[config.mk]
export PLATFORM = sky130hd
export DESIGN_NAME = stage_f
export DESIGN_NICKNAME = d
export VERILOG_FILES = /design/src/rtl/stage_f_pkg.sv /design/src/rtl/fetch_pc_sel.sv /design/src/rtl/stage_f.sv
export SDC_FILE = /design/constraint.sdc
export NUM_CORES = 1
export LEC_CHECK = 0
export ABC_AREA = 1
export CAP_MARGIN = 30
export CORE_ASPECT_RATIO = 0.5
export CORE_MARGIN = 2
export CORE_UTILIZATION = 47
export CTS_CLUSTER_SIZE = 25
export DETAILED_ROUTE_END_ITERATION = 10
export PLACE_DENSITY = 0.95
export SLEW_MARGIN = 10
export SYNTH_ARGS = -nofsm -noshare
export SYNTH_HDL_FRONTEND = slang
export SYNTH_SLANG_ARGS = --single-unit
[constraint.sdc]
create_clock -name clk -period 4.4 [get_ports clk]
set_clock_uncertainty 0.15 [all_clocks]
set_input_delay 0.88 -clock clk [delete_from_list [all_inputs] [get_ports clk]]
set_output_delay 0.88 -clock clk [all_outputs]
set_load 0.01 [all_outputs]
[src/rtl/stage_f_pkg.sv]
// Shared fetch-stage types and constants for the ARM/RISC-V pipeline.
package stage_f_pkg;

  typedef enum logic [1:0] {
    REQ  = 2'd0,
    WAIT = 2'd1,
    DONE = 2'd2
  } fetch_state_t;

  localparam logic [31:0] RV_NOP       = 32'h0000_0013;
  localparam logic [31:0] ARM_NOP      = 32'hE1A0_0000;
  localparam logic [31:0] RESET_PC_DEF = 32'h0000_0000;

endpackage

[src/rtl/fetch_pc_sel.sv]
// Next-PC priority mux: writeback r15 write, then execute branch, then PC+4.
module fetch_pc_sel
  import stage_f_pkg::*;
(
  input  logic        pc_write_w,
  input  logic [31:0] result_w,
  input  logic        branch_taken_e,
  input  logic [31:0] pc_target_e,
  input  logic [31:0] pc_plus4_f,
  output logic [31:0] pc_next,
  output logic        redirect
);

  always_comb begin
    pc_next  = pc_plus4_f;
    redirect = 1'b0;
    // W is the older instruction, so it wins
    if (pc_write_w) begin
      pc_next  = result_w;
      redirect = 1'b1;
    end else if (branch_taken_e) begin
      pc_next  = pc_target_e;
      redirect = 1'b1;
    end
  end

endmodule

[src/rtl/stage_f.sv]
// Fetch stage: PC register, imem req/gnt/rsp FSM and the F/D register RDD.
// FETCH_SKID_EN lets requests issue while StallF is high.
module stage_f
  import stage_f_pkg::*;
#(
  parameter logic [31:0] RESET_PC  = RESET_PC_DEF,
  parameter logic [31:0] NOP_INSTR = RV_NOP
) (
  input  logic        clk,
  input  logic        rst,
  input  logic        StallF,
  input  logic        StallD,
  input  logic        FlushD,
  input  logic        BranchTakenE,
  input  logic [31:0] PCTargetE,
  input  logic        PCWriteW,
  input  logic [31:0] ResultW,
  output logic        ImemReq,
  output logic [31:0] ImemAddr,
  input  logic        ImemGnt,
  input  logic        ImemRValid,
  input  logic [31:0] ImemRData,
  output logic [31:0] PCF,
  output logic [31:0] PCPlus4F,
  output logic [31:0] RDD,
  output logic        FetchStallF
);

  fetch_state_t state_q, state_d;
  logic [31:0]  pc_q, pc_d;
  logic [31:0]  rdd_q, rdd_d;
  logic [31:0]  ibuf_q, ibuf_d;
  logic         kill_q, kill_d;
  logic [31:0]  pc_next;
  logic         redirect;
  logic         req_ok;
  logic         bypass;
  logic         accept;

  assign PCF      = pc_q;
  assign PCPlus4F = pc_q + 32'd4;
  assign ImemAddr = pc_q;
  assign RDD      = rdd_q;

  fetch_pc_sel u_pc_sel (
    .pc_write_w     (PCWriteW),
    .result_w       (ResultW),
    .branch_taken_e (BranchTakenE),
    .pc_target_e    (PCTargetE),
    .pc_plus4_f     (PCPlus4F),
    .pc_next        (pc_next),
    .redirect       (redirect)
  );

`ifdef FETCH_SKID_EN
  assign req_ok = 1'b1;
`else
  assign req_ok = !StallF;
`endif

  assign ImemReq = !rst && (state_q == REQ) && req_ok;
  assign bypass  = (state_q == WAIT) && ImemRValid
                && !kill_q && !redirect;
  assign FetchStallF = rst || !(bypass || (state_q == DONE));
  assign accept  = !rst && !StallF && !redirect
                && (bypass || (state_q == DONE));

  always_comb begin
    state_d = state_q;
    kill_d  = kill_q;
    ibuf_d  = ibuf_q;
    pc_d    = (redirect || accept) ? pc_next : pc_q;
    unique case (state_q)
      REQ: begin
        // only a stale response can show up here
        kill_d = kill_q && !ImemRValid;
        if (ImemReq && ImemGnt) begin
          state_d = WAIT;
          if (redirect) kill_d = 1'b1;
        end
      end
      WAIT: begin
        if (ImemRValid) begin
          kill_d = 1'b0;
          if (kill_q || redirect || accept) begin
            state_d = REQ;
          end else begin
            state_d = DONE;
            ibuf_d  = ImemRData;
          end
        end else if (redirect) begin
          kill_d = 1'b1;
        end
      end
      DONE: begin
        if (redirect || accept) state_d = REQ;
      end
      default: state_d = REQ;
    endcase

    rdd_d = NOP_INSTR;
    if (FlushD)      rdd_d = NOP_INSTR;
    else if (StallD) rdd_d = rdd_q;
    else if (accept) rdd_d = bypass ? ImemRData : ibuf_q;
  end

  always_ff @(posedge clk) begin
    if (rst) begin
      state_q <= REQ;
      pc_q    <= RESET_PC;
      rdd_q   <= NOP_INSTR;
      ibuf_q  <= NOP_INSTR;
      // a response still in flight must be dropped
      kill_q  <= (state_q == WAIT) || (kill_q && !ImemRValid);
    end else begin
      state_q <= state_d;
      pc_q    <= pc_d;
      rdd_q   <= rdd_d;
      ibuf_q  <= ibuf_d;
      kill_q  <= kill_d;
    end
  end

endmodule

==> impl_metrics.ini <==
[outcome]
status = completed

[clocking]
clkTransAtPathRegs_ns = 0.08
cts_htree_levels = 3
postCtsSetupRepairBufs = 0
root_buffer = clkbuf_16
cts_tree = yes
clk_path_buf_depth = 2
cts_made_buffers = 9
ctsResizeCount = 0
cts_hold_buf = 0
clkSinkCount = 99
worstSkewPairLatency_ns = 0.35

[placement]
place_congestion = 0.905
dp_slack_ns = 0.810
port_buffers = 234
dp_hpwl_mm = 12.7
dp.cells = 1183

[floorplanning]
rows = 28
die_h_um = 81.5
start_util = 0.479
dieArea_um2 = 12900
io_pins = 235
core_region_area_um2 = 11800
fp.dieW_um = 159

[synth]
synth_top_family_by_area = simple AND/OR/NAND/NOR gates
synth_area_per_cell_um2 = 6.57
synth_top_area_share = 0.348
synth_cell_types = 33
synthTopCellsByArea = dfxtp_1, nand2_1, a21oi_1
syn_area_um2 = 5640
synthFlopType = dfxtp_1
netlist_instances = 858
syn-num-nets = 964
synth_edf_count = 1
synth-simple-area-share = 0.276
synth_xor_area_frac = 0.0217
synthAdderAreaFrac = 0.00222
seq_area_frac_synth = 0.353
ys_warn_count = 0
synth-seq-cells = 99
synthArstFlopShare = 0
synth_top_cell_by_area = dfxtp_1
synth_compound_area_frac = 0.210
synthMuxAreaShare = 0

[final_layout]
ff_latch_area_um2 = 1990
nNetsFinal = 1136
syn_to_final_growth_pct = 42.7
drive_gt1_frac = 0.0667
fillCellCount = 995
multi_input_area_um2 = 2870
num_antenna_cells = 0
fin_cells = 1200

[drt]
via_count = 6221
drtIter0Drc = 400
antenna_left = 0
route.detailed.drc = 0
first_pass_iters = 5
wire_per_inst_um = 14.8
wirelength_mm = 17.8
vias_per_cell = 5.18

[pwr]
power_uw = 2230
leakage_uw = 0.00300
ir_drop_mv = 0.194
p_per_area_nw_per_um2 = 278

[worst_setup_path]
critPathKind = in2out
r2r_end = ImemAddr[15]$_SDFFE_PP0P_
crit_path_end_kind = output pin
cp.arrival_ns = 2.59
cp-endpoint = ImemReq
rr_startpoint = kill_q$_DFFE_PP_
cp.required_ns = 3.37
startpoint_type = input pin
path_max_fanout = 12
r2r_cells = 8
rrSetupSlack_ns = 2.19
crit_path_start = rst

[sta]
slew_violations = 0
rsz0062_at_grt = false
tns_ns = 0
tightest_slew_ns = 0.923
setup-violations-final = 0
clock.fmax_mhz = 276
worst_hold_slack_ns = 0.298
final.period_utilization = 0.824
hold_viol_final = 0
relSlewSlack = 0.384
setup_ws_ns = 0.776
layout_min_cycle_time_ns = 3.62

[grt]
grt_remaining_overflow = 0
grt_pass1_wl_mm = 27.4
grt_max_degree = 63
grt_pass1_vias = 5693
grt_use_total = 0.262
antenna_found_initial = 0

[worst_hold_path]
min_path_type = reg2reg

[job]
timing.max_cap.violations = 0
[registers in the layout, indices dropped and copies added (netlist names)]
| signal | count |
|---|---|
| ibuf_q | 32 |
| ImemAddr | 32 |
| RDD | 32 |
| kill_q | 1 |
| state_q | 2 |
[through the flow]
stage	util	area, um^2
6_report	0.684	8050
5_1_grt	0.684	8050
4_1_cts	0.682	8030
3_5_place_dp	0.658	7740
3_3_place_gp	0.658	7740
2_1_floorplan	-	5640
[cell usage after synthesis (5+ instances only)]
library cell / count
xnor2_1: 9
buf_4: 38
xor2_1: 5
inv_2: 8
inv_1: 67
buf_2: 13
nor2_4: 5
and2_1: 6
dfxtp_1: 98
nor2_1: 41
or2_2: 19
o21ai_1: 25
nand2_1: 244
clkbuf_1: 24
o21ai_0: 75
a21oi_1: 120
nand3_1: 25
[worst min path at each step]
stage	startpoint	endpoint	slack [ns]	depth (start not counted)
detailed placement	ibuf_q[3]$_SDFFE_PP0P_	ibuf_q[3]$_SDFFE_PP0P_	0.29	2
global route	ibuf_q[12]$_SDFFE_PP0P_	ibuf_q[12]$_SDFFE_PP0P_	0.32	2
finish	ibuf_q[24]$_SDFFE_PP0P_	ibuf_q[24]$_SDFFE_PP0P_	0.30	2
floorplan	ibuf_q[11]$_SDFFE_PP0P_	ibuf_q[11]$_SDFFE_PP0P_	0.27	2
CTS	ibuf_q[3]$_SDFFE_PP0P_	ibuf_q[3]$_SDFFE_PP0P_	0.30	2
global placement	ibuf_q[22]$_SDFFE_PP0P_	ibuf_q[22]$_SDFFE_PP0P_	0.28	2
[power breakdown]
part           internal [uW]  switching [uW]
combinational            265             210
sequential               926            48.4
clock                    402             383
total                   1590             641
[final cells by class]
type / count / share of cell area
multi-input cells: 604 / 0.357
repair buffers: 241 / 0.299
flip-flops and latches: 99 / 0.248
inverters: 75 / 0.0350
clock buffers: 10 / 0.0285
well taps: 165 / 0.0257
clock inverters: 6 / 0.00777
[kinds of logic (layout without fill, tap and decap cells)]
| kind of cell | after synthesis | count (layout) |
|---|---|---|
| XOR/XNOR | 14 | 14 |
| buffers and inverters | 155 | 332 |
| adder cells (fa/ha/maj) | 1 | 1 |
| AND/OR/NAND/NOR | 359 | 359 |
| AO/OA/AOI/OAI | 230 | 230 |
| flip-flops | 99 | 99 |
[cell usage in the layout, fill, tap and decap left out]
| cell type | Yosys | routed |
|---|---|---|
| o2111ai_1 | 1 | 1 |
| ha_1 | 1 | 1 |
| nand2_4 | 4 | 4 |
| nand2_2 | 4 | 4 |
| nand3b_1 | 4 | 4 |
| nand4_1 | 1 | 1 |
| nand2_1 | 244 | 244 |
| xnor2_1 | 9 | 9 |
| or2_2 | 19 | 19 |
| nand3_1 | 25 | 25 |
| buf_4 | 38 | 6 |
| o21ai_1 | 25 | 25 |
| nor2_4 | 5 | 5 |
| clkbuf_16 | 0 | 9 |
| edfxtp_1 | 1 | 1 |
| nor2_1 | 41 | 41 |
| inv_2 | 8 | 8 |
| nor3_2 | 1 | 1 |
| nor4_1 | 1 | 1 |
| dfxtp_1 | 98 | 98 |
| xor2_1 | 5 | 5 |
| nor2_2 | 4 | 4 |
| and2_1 | 6 | 6 |
| clkdlybuf4s50_1 | 0 | 234 |
| clkinv_1 | 0 | 1 |
| a31oi_1 | 3 | 3 |
| clkinv_8 | 0 | 1 |
| buf_8 | 1 | 1 |
| o21ai_0 | 75 | 75 |
| clkbuf_1 | 24 | 1 |
| inv_1 | 67 | 66 |
| o211ai_1 | 4 | 4 |
| inv_6 | 0 | 4 |
| o211ai_2 | 2 | 2 |
| inv_8 | 0 | 1 |
| a21oi_1 | 120 | 120 |
[critical path, cell delays in order]
cell             delay (ns)
clkdlybuf4s50_1        0.64
nor4_1                 0.45
clkdlybuf4s50_1        0.62
[metal layers]
metal | vias to the layer above | track usage | share of wire
met3 | 37 | 0.0722 | 0.075
met2 | 267 | 0.493 | 0.51
met5 | - | 0 | 0
met1 | 2842 | 0.292 | 0.40
met4 | 0 | 0.0991 | 0.022
li1 | 3075 | - | -
No activity file was read; power rests on OpenSTA's default activity.
